## src/rtl/morse_rx_fifo.sv

```systemverilog
// Morse receiver front end: synchronises din, classifies marks/spaces, queues characters in a FWFT FIFO.
// Push-to-out_valid is 1 cycle; out_ready stalls the head; pushes into a full FIFO are dropped and flag overflow.
module morse_rx_fifo #(
    parameter int MAX_SYMBOLS = 6,
    parameter int DEPTH       = 8,
    parameter int CNT_W       = 16,
    parameter int GLITCH_MIN  = 2,
    parameter int DASH_MIN    = 4,
    parameter int CHAR_GAP    = 8,
    parameter int WORD_GAP    = 20
) (
    input  logic                             clk,
    input  logic                             rst,
    input  logic                             din,
    output logic                             out_valid,
    input  logic                             out_ready,
    output logic [$clog2(MAX_SYMBOLS+1)-1:0] out_len,
    output logic [MAX_SYMBOLS-1:0]           out_code,
    output logic                             out_err,
    output logic [$clog2(DEPTH+1)-1:0]       fifo_count,
    output logic                             overflow
);
    localparam int LEN_W = $clog2(MAX_SYMBOLS + 1);
    localparam int AW    = $clog2(DEPTH);
    localparam int CW    = $clog2(DEPTH + 1);

    localparam logic [CNT_W-1:0] GLITCH_L = CNT_W'(GLITCH_MIN);
    localparam logic [CNT_W-1:0] DASH_L   = CNT_W'(DASH_MIN);
    localparam logic [CNT_W-1:0] CHAR_L   = CNT_W'(CHAR_GAP);
    localparam logic [CNT_W-1:0] WORD_L   = CNT_W'(WORD_GAP);
    localparam logic [LEN_W-1:0] MAX_L    = LEN_W'(MAX_SYMBOLS);

    typedef enum logic [1:0] {IDLE, MARK, GAP_CHAR, GAP_WORD} state_t;

    typedef struct packed {
        logic                   err;
        logic [LEN_W-1:0]       len;
        logic [MAX_SYMBOLS-1:0] code;
    } entry_t;

    logic sync1_q, sync2_q, ds_dly_q;
    logic ds, rise, fall;

    always_ff @(posedge clk) begin
        if (rst) begin
            sync1_q  <= 1'b0;
            sync2_q  <= 1'b0;
            ds_dly_q <= 1'b0;
        end else begin
            sync1_q  <= din;
            sync2_q  <= sync1_q;
            ds_dly_q <= sync2_q;
        end
    end

    assign ds   = sync2_q;
    assign rise = ds & ~ds_dly_q;
    assign fall = ~ds & ds_dly_q;

    // Counters restart at 1 on the edge so they hold the run length including the current cycle.
    logic [CNT_W-1:0] mark_cnt_q, mark_cnt_d, space_cnt_q, space_cnt_d;

    always_comb begin
        mark_cnt_d  = mark_cnt_q;
        space_cnt_d = space_cnt_q;
        if (rise)
            mark_cnt_d = CNT_W'(1);
        else if (ds && (mark_cnt_q != '1))
            mark_cnt_d = mark_cnt_q + CNT_W'(1);
        if (fall)
            space_cnt_d = CNT_W'(1);
        else if (!ds && (space_cnt_q != '1))
            space_cnt_d = space_cnt_q + CNT_W'(1);
    end

    always_ff @(posedge clk) begin
        if (rst) begin
            mark_cnt_q  <= '0;
            space_cnt_q <= '0;
        end else begin
            mark_cnt_q  <= mark_cnt_d;
            space_cnt_q <= space_cnt_d;
        end
    end

    state_t                 state_q, state_d, prev_q;
    logic [LEN_W-1:0]       len_q;
    logic [MAX_SYMBOLS-1:0] code_q;
    logic                   err_q;

    logic is_glitch, is_dash, have_elems, acc_full, hit_char, hit_word;

    assign is_glitch  = mark_cnt_q < GLITCH_L;
    assign is_dash    = mark_cnt_q >= DASH_L;
    assign have_elems = len_q != '0;
    assign acc_full   = len_q == MAX_L;
    assign hit_char   = ~ds & (space_cnt_d == CHAR_L);
    assign hit_word   = ~ds & (space_cnt_d == WORD_L);

    always_ff @(posedge clk) begin
        if (rst) begin
            state_q <= IDLE;
            prev_q  <= IDLE;
        end else begin
            state_q <= state_d;
            if (state_q != MARK && state_d == MARK)
                prev_q <= state_q;
        end
    end

    always_comb begin
        state_d = state_q;
        case (state_q)
            IDLE:     if (rise) state_d = MARK;
            MARK: begin
                if (fall) begin
                    if (!is_glitch || have_elems)
                        state_d = GAP_CHAR;
                    else
                        state_d = prev_q;
                end
            end
            GAP_CHAR: begin
                if (rise)          state_d = MARK;
                else if (hit_char) state_d = GAP_WORD;
            end
            GAP_WORD: begin
                if (rise)          state_d = MARK;
                else if (hit_word) state_d = IDLE;
            end
            default:  state_d = IDLE;
        endcase
    end

    logic   push, acc_clr, acc_app, acc_err;
    entry_t push_dat;

    always_comb begin
        push     = 1'b0;
        push_dat = '0;
        acc_clr  = 1'b0;
        acc_app  = 1'b0;
        acc_err  = 1'b0;
        case (state_q)
            MARK: begin
                if (fall && !is_glitch) begin
                    acc_app = ~acc_full;
                    acc_err = acc_full;
                end
            end
            GAP_CHAR: begin
                if (!rise && hit_char) begin
                    push     = 1'b1;
                    push_dat = '{err: err_q, len: len_q, code: code_q};
                    acc_clr  = 1'b1;
                end
            end
            GAP_WORD: push = ~rise & hit_word;
            default: ;
        endcase
    end

    always_ff @(posedge clk) begin
        if (rst || acc_clr) begin
            len_q  <= '0;
            code_q <= '0;
            err_q  <= 1'b0;
        end else if (acc_app) begin
            code_q <= code_q | (MAX_SYMBOLS'(is_dash) << len_q);
            len_q  <= len_q + LEN_W'(1);
        end else if (acc_err) begin
            err_q  <= 1'b1;
        end
    end

    // First-word-fall-through queue; a pop frees the slot a simultaneous full push lands in.
    entry_t          mem_q [DEPTH];
    logic [AW-1:0]   wr_ptr_q, rd_ptr_q;
    logic [CW-1:0]   count_q;
    logic            overflow_q;
    logic            full, rd_en, wr_en;
    entry_t          head;

    assign out_valid = count_q != '0;
    assign full      = count_q == CW'(DEPTH);
    assign rd_en     = out_valid & out_ready;
    assign wr_en     = push & (~full | rd_en);

    always_ff @(posedge clk) begin
        if (wr_en)
            mem_q[wr_ptr_q] <= push_dat;
    end

    always_ff @(posedge clk) begin
        if (rst) begin
            wr_ptr_q   <= '0;
            rd_ptr_q   <= '0;
            count_q    <= '0;
            overflow_q <= 1'b0;
        end else begin
            if (wr_en)
                wr_ptr_q <= wr_ptr_q + AW'(1);
            if (rd_en)
                rd_ptr_q <= rd_ptr_q + AW'(1);
            count_q <= count_q + CW'(wr_en) - CW'(rd_en);
            if (push && !wr_en)
                overflow_q <= 1'b1;
        end
    end

    assign head       = mem_q[rd_ptr_q];
    assign out_err    = out_valid & head.err;
    assign out_len    = out_valid ? head.len : '0;
    assign out_code   = out_valid ? head.code : '0;
    assign fifo_count = count_q;
    assign overflow   = overflow_q;
endmodule

```

## config.mk

```make
export PLATFORM = sky130hd
export DESIGN_NAME = morse_rx_fifo
export DESIGN_NICKNAME = d
export VERILOG_FILES = /design/src/rtl/morse_rx_fifo.sv
export SDC_FILE = /design/constraint.sdc
export NUM_CORES = 1
export LEC_CHECK = 0
export BUFFER_PORTS_ARGS = -buffer_cell sky130_fd_sc_hd__buf_2
export CORE_MARGIN = 2
export CORE_UTILIZATION = 55
export DETAILED_ROUTE_END_ITERATION = 7
export PLACE_DENSITY = 0.72
export SYNTH_ARGS = -nofsm -noshare
export SYNTH_HDL_FRONTEND = slang
export SYNTH_SLANG_ARGS = --single-unit
```

## constraint.sdc

```tcl
create_clock -name clk -period 4.65 [get_ports clk]
set_input_delay 0.2325 -clock clk [delete_from_list [all_inputs] [get_ports clk]]
set_output_delay 0.2325 -clock clk [all_outputs]
set_load 0.01 [all_outputs]
```

==> Word-level counts from Yosys, hierarchy flattened <==
Memory sizes are Yosys's and may differ from the RTL's. A register that Yosys moved wholly into a read port is not among the register bits.
Cells that the tools add are included.
{ "op_classes": {"shift": 1, "n_bitwise": 16, "add_sub_neg": 7, "multipliers": 0, "n_eq_ne": 11, "mux": 27, "order_cmp": 2, "n_reduce_logical": 18, "n_div": 0} }
{ "op_table": {"columns": ["op", "n"], "rows": [
  ["$add A16 B1 Y16 const B", 2],
  ["$mux W16", 2],
  ["$ne A16 B16 Y1 const B", 2],
  ["$mux W10", 2],
  ["$eq A16 B4 Y1 const B", 1],
  ["$eq A16 B5 Y1 const B", 1],
  ["$ge A16 B3 Y1 const B", 1],
  ["$lt A16 B2 Y1 const B", 1],
  ["$mux W2", 7],
  ["$mux W1", 10],
  ["$add A3 B1 Y3 const B", 3],
  ["$mux W3", 3],
  ["$and A1 B1 Y1", 8],
  ["$pmux W2 S4", 1],
  ["$logic_and A1 B1 Y1", 6],
  ["$mux W6", 1],
  ["$not A1 Y1", 6],
  ["$or A6 B6 Y6", 1],
  ["$shl A1 B3 Y6", 1],
  ["$add A4 B1 Y4", 1],
  ["$eq A2 B1 Y1 const B", 2],
  ["$eq A2 B2 Y1 const B", 2],
  ["$eq A4 B4 Y1 const B", 1],
  ["$logic_not A1 Y1", 4],
  ["other kinds (12)", 13]
]} }
{ "totals": {"in_bits": 4, "elab_cells": 98, "mem_bits_rw": 80, "mem_bits_ro": 0, "reg_bits": 60, "mem_count": 1, "latchBits": 0} }
{ "mem_list": {"columns": ["memory", "words", "word_bits", "rd", "rd_ports_with_merged_regs", "wr", "line_no", "source"], "rows": [
  ["mem_q", 8, 10, 1, 1, 1, "177", "entry_t mem_q [DEPTH];"]
]} }

==> Longest topological paths before layout <==
{ "depth": {"word_depth": 12, "ltp_mapped": 15, "mapped_depth_nobuf": 13} }

==> Worst setup path before layout <==
OpenSTA, ideal clock, no wires.
{ "synth_timing": {"path_type": "register to register", "startpoint": "register space_cnt_q[0]", "endpoint": "memory mem_q[0][0] (netlist name) (enable)", "required_time_ps": 4246, "synth_period_minus_slack_ps": 4173, "slack_ps": 477, "stages_incl_launch_ff": 11, "n_path_buf": 2, "arrival_time_ps": 3770, "cell_sequence": "dfxtp_1 ha_1 and4b_1 o211ai_2 mux2i_1 or4b_1 or3_1 buf_2 or3_1 buf_2 nor4_1"} }
{ "synth_via": {"elab_chain_len": 12} }
{ "synth_lines": {"columns": ["item", "line_no", "source"], "rows": [
  ["start: declaration", "61", "logic [CNT_W-1:0] mark_cnt_q, mark_cnt_d, space_cnt_q, space_cnt_d;"],
  ["start signal: assignment", "82", "space_cnt_q <= space_cnt_d;"],
  ["parallel branches: the longest is 2 deep, another holds $add A16 B1 Y16", null, null],
  ["$mux W16 (*)", "72", "else if (!ds && (space_cnt_q != '1))"],
  ["$mux W16 (*)", "70", "if (fall)"],
  ["$eq A16 B4 Y1", "97", "assign hit_char = ~ds & (space_cnt_d == CHAR_L);"],
  ["$and A1 B1 Y1", "97", null],
  ["$logic_and A1 B1 Y1", "152", "if (!rise && hit_char) begin"],
  ["$mux W1", "152", null],
  ["$pmux W1 S2 (*)", "144", "case (state_q)"],
  ["$and A1 B1 Y1 (*)", "187", "assign wr_en = push & (~full | rd_en);"],
  ["$mux W1 (*)", "190", "if (wr_en)"],
  ["$mux W1 (not written as such) (*)", "191", "mem_q[wr_ptr_q] <= push_dat;"],
  ["end: declaration", "177", null]
]} }
Every way passes the cells marked *.

==> Worst setup path in the final report <==
{ "layout_timing": {"startpoint": "register space_cnt_q[0]", "endpoint": "register count_q[2], in the netlist fifo_count[2]"} }
{ "layout_via": {"elab_chain_len": 12} }
{ "layout_lines": {"columns": ["item", "line_no", "source"], "rows": [
  ["parallel branches: the longest is 2 deep, another holds $add A16 B1 Y16", null, null],
  ["$mux W16 (*)", "72", null],
  ["$mux W16 (*)", "70", null],
  ["$eq A16 B4 Y1", "97", null],
  ["$and A1 B1 Y1", "97", null],
  ["$logic_and A1 B1 Y1", "152", null],
  ["$mux W1", "152", null],
  ["$pmux W1 S2 (*)", "144", null],
  ["$and A1 B1 Y1 (*)", "187", null],
  ["$add A4 B1 Y4 (*)", "205", "count_q <= count_q + CW'(wr_en) - CW'(rd_en);"],
  ["$sub A4 B1 Y4 (*)", "205", null],
  ["end signal: assignment", "205", null],
  ["end: declaration", "179", "logic [CW-1:0] count_q;"]
]} }
Marks and branches as above.
A chain may end at the register's enable or synchronous reset.

==> results <==
- The final period demand of the worst path is 4.05 ns.
- The biggest area consumer among synthesized cells is sky130_fd_sc_hd__edfxtp_1.
- Input and output buffers added on the ports amount to 19.
- The max-capacitance violation count is 0.
- For this run, the total global-route usage over all layers was measured as 20.9%.
- The synthesized area divided by synthesized cell count is approximately 12 µm².
- In this run, post-CTS hold repair placed 0 buffers.
- In this run the power density over the cells is 435 mW/mm².
- The number of remaining DRC errors is 0.
- For the final database, setup skew stands at 0.00705 ns.
- Of the post-synthesis cell area, the dominant cell type holds 36.9%.
- In the final layout, the share of cells above drive strength 1 is ~16%.
- The die is 113 µm wide.
- Counting cells, the worst reg-to-reg path comes to 12.
- The startpoint type of the worst setup path is a flop.
- After synthesis, the cell types taking the most area are sky130_fd_sc_hd__edfxtp_1 37%, sky130_fd_sc_hd__dfxtp_1 19%, sky130_fd_sc_hd__mux4_2 6.9%.
- The min-delay analysis places its worst path in the category primary input to flop.
- TritonCTS built the clock tree.
- The initial antenna violation count was 0.
- The register clock-pin slew on the reported worst setup and hold paths is ~0.060 ns.
- The final max-slew violation count is 0.
- The achievable clock frequency is approximately 250 MHz.
- The global placement routability congestion is 0.879.
- The cell at the root of the clock tree is sky130_fd_sc_hd__clkbuf_16.
- The region available for standard cell placement spans 0.0115 mm².
- The initial DRC count is 260.
- The first global-routing pass estimated 20800 µm of wire.
- The total detailed-routing wirelength is 12400 µm.
- The initial cell density of the core is 56.8%.
- The kind of critical path is flop to flop.
- The relative slew slack is 38.4%.
- The number of hold violations in the final report is 0.
- The fraction of registers with async set or reset after synthesis is 0%.
- The number of global-route vias before repair was around 4200.
- Setup repair after global routing left no endpoint under its margin.
- The analysis attributes to cell leakage a power of 2.44 nW.
- The total vias in the final route is 4304.
- Dividing the detail-routed wire length by the instance count gives 17.3 µm.
- The die covers 0.0127 mm².
- In this run, synthesis produced a sequential element count of 143.
- The sequential cells in the finished layout cover a total of between 0.003 and 0.004 mm².
- The multi-input combinational cells in the finished layout cover a total of between 0.002 and 0.003 mm².
- The largest vdd supply drop is 0.361 mV.
- Using the TritonRoute via totals, the vias-per-cell ratio works out to 5.99.
- In this run the core area contains 39 standard-cell rows.
- The clock net in this run drives a total of 143 sinks.
- Setup violations remaining at the end of the flow were counted as 0.
- The Yosys step of the flow raised 0 warnings.
- When the netlist entered floorplanning its net count stood at 563.
- The total setup buffers inserted after CTS is 0.
- The mapped netlist covers 0.00651 mm².
- Counting instances, the worst hold path has a depth of 2.
- The synthesized design contains 80 enable-type register cells.
- The most common flop cell mapped by yosys is sky130_fd_sc_hd__edfxtp_1.
- The number of cells upsized or downsized after cts is 0.
- STA classifies the critical path endpoint as a flop.
- The estimated wirelength of the detail-placed design is 8180 µm.
- The total negative slack for setup checks is 0 ns.
- The number of library cell types mapped by synthesis is 59.
- The antenna cell count is 0.
- The buffer depth of the longest clock path is 2.
- The remaining antenna violation count after routing is 0.
- The final core area utilization is 63.8%.
- Dividing the final minimum period by the clock period gives 87.2%.
- The insertion delay to the later sink of the worst-skew pair is 0.42 ns.
- At the worst endpoint, the arrival time is ~4.3 ns.
- Buffers inserted during clock tree synthesis total 17.
- After technology mapping, the gate count stands at ~550.
- The final-stage net count is 579.
- The fill cell instance count of the final layout is ~860.
- The largest driver fanout on the critical path is 7.
- The endpoint required time on the critical path is 4.92 ns.
- The pre-antenna-repair detailed-routing pass consisted of 4 iterations.
- The total I/O pin count is 20.
- The sequential-to-total area share from yosys stat is 56.2%.
- For this run the aggregate overflow at the end of global routing stands at 0.
- At the pin with the least slew margin, the transition time is 0.923 ns.
- Entering global routing, the biggest net connects 40 pins.
- The die boundary height is approximately 110 µm.
- CTS built an H-tree with a depth of 4.
- The run finished with clean final reports.
- The relative area change from synthesis to final layout is 12.3%.
## through the flow
step | instance area (µm²) | power [mW] | hold WS [ns] | std cells | setup slack (ns)
floorplan | 6510 | 1.75 | 0.361 | 546 | 0.477
global placement | 6730 | 1.88 | 0.421 | 686 | 0.719
detailed placement | 6730 | 1.89 | 0.423 | 686 | 0.588
CTS | 7310 | 3.22 | 0.0144 | 718 | 0.587
global route | 7310 | 3.32 | 0.0678 | 718 | 0.276
finish | 7310 | 3.18 | 0.0334 | 718 | 0.597
## power breakdown
group | switching (mW) | internal (mW) | leakage (nW) | total, mW
Clock | 0.516 | 0.807 | 0.266 | 1.32
Sequential | 0.0438 | 1.36 | 1.21 | 1.40
Combinational | 0.251 | 0.208 | 0.957 | 0.459
Total | 0.810 | 2.37 | 2.44 | 3.18
## worst paths after layout
kind / to / from / slack [ns]
worst max register to register: fifo_count[2] / space_cnt_q[0] / 0.60
worst min register to register: ds / sync1_q / 0.43
worst min-delay path: sync1_q / din / 0.03
worst max-delay path: fifo_count[2] / space_cnt_q[0] / 0.60
## per-layer routing
layer	vias up	share of wire [%]	routed length (µm)	global-route usage, %
met3	22	4.1	510	4.71
li1	2061	-	-	-
met2	109	50	6240	34.7
met5	-	0	0	0
met4	0	1.7	208	8.37
met1	2112	44	5430	26.8
## layout make-up
cell class / instances / share of cell area (%)
clock buffers: 20 / 6.11
clock inverters: 12 / 1.87
inverters: 18 / 0.924
multi-input cells: 355 / 36.4
flip-flops and latches: 143 / 50.1
well taps: 143 / 2.45
repair buffers: 27 / 2.12
## cells by family (layout without fill, tap and decap cells)
logic type	after synthesis	count (layout)	synth area share [%]
AO/OA/AOI/OAI	53	53	5.72
XOR/XNOR	26	26	3.50
adder cells (fa/ha/maj)	13	13	2.61
buffers and inverters	48	77	3.05
flip-flops	143	143	56.2
multiplexers	41	41	10.2
AND/OR/NAND/NOR	222	222	18.7
## Yosys cell counts, drive strengths merged, types with 16 or more instances
cell type and n:
mux4 20, nand2 22, inv 18, a21oi 16, edfxtp 80, dfxtp 63, mux2i 17, nor2 68
nor3 29, clkbuf 17
## cells in the final DEF, fill, tap and decap left out, types with 8 or more instances in the layout
master                       n
sky130_fd_sc_hd__dfxtp_1    63
sky130_fd_sc_hd__or3_1       9
sky130_fd_sc_hd__xor2_1     13
sky130_fd_sc_hd__o21ai_0     9
sky130_fd_sc_hd__edfxtp_1   80
sky130_fd_sc_hd__inv_1      18
sky130_fd_sc_hd__buf_2      19
sky130_fd_sc_hd__mux2i_1    17
sky130_fd_sc_hd__a21oi_1    16
sky130_fd_sc_hd__nand2_1    22
sky130_fd_sc_hd__ha_1       12
sky130_fd_sc_hd__nor4_1      8
sky130_fd_sc_hd__mux4_2     20
sky130_fd_sc_hd__buf_4       8
sky130_fd_sc_hd__nand3_1     8
sky130_fd_sc_hd__and2_1     11
sky130_fd_sc_hd__xnor2_1    13
sky130_fd_sc_hd__and3_1      8
sky130_fd_sc_hd__clkbuf_16  17
sky130_fd_sc_hd__nor2_1     68
sky130_fd_sc_hd__nand2b_1   11
sky130_fd_sc_hd__nand4_1    11
sky130_fd_sc_hd__nor3_1     29
## critical path, stage by stage (launching register included)
cell and delay, ns:
sky130_fd_sc_hd__dfxtp_1 0.42, sky130_fd_sc_hd__ha_1 0.30, sky130_fd_sc_hd__and4b_1 0.34, sky130_fd_sc_hd__o211ai_2 0.18
sky130_fd_sc_hd__mux2i_1 0.17, sky130_fd_sc_hd__or4b_1 0.56, sky130_fd_sc_hd__or3_1 0.48, sky130_fd_sc_hd__or3_1 0.39
sky130_fd_sc_hd__mux2_2 0.27, sky130_fd_sc_hd__ha_1 0.21, sky130_fd_sc_hd__fa_1 0.39, sky130_fd_sc_hd__xnor2_1 0.16
sky130_fd_sc_hd__nor2_1 0.05
## state kept, by name, summed over array words and instances (netlist names), named ones only
register     cells
ds               1
fifo_count       4
prev_q           2
wr_ptr_q         3
rd_ptr_q         3
state_q          2
ds_dly_q         1
overflow         1
mem_q           80
sync1_q          1
space_cnt_q     16
err_q            1
code_q           6
mark_cnt_q      16
len_q            3
No activity file was read; power rests on OpenSTA's default activity.
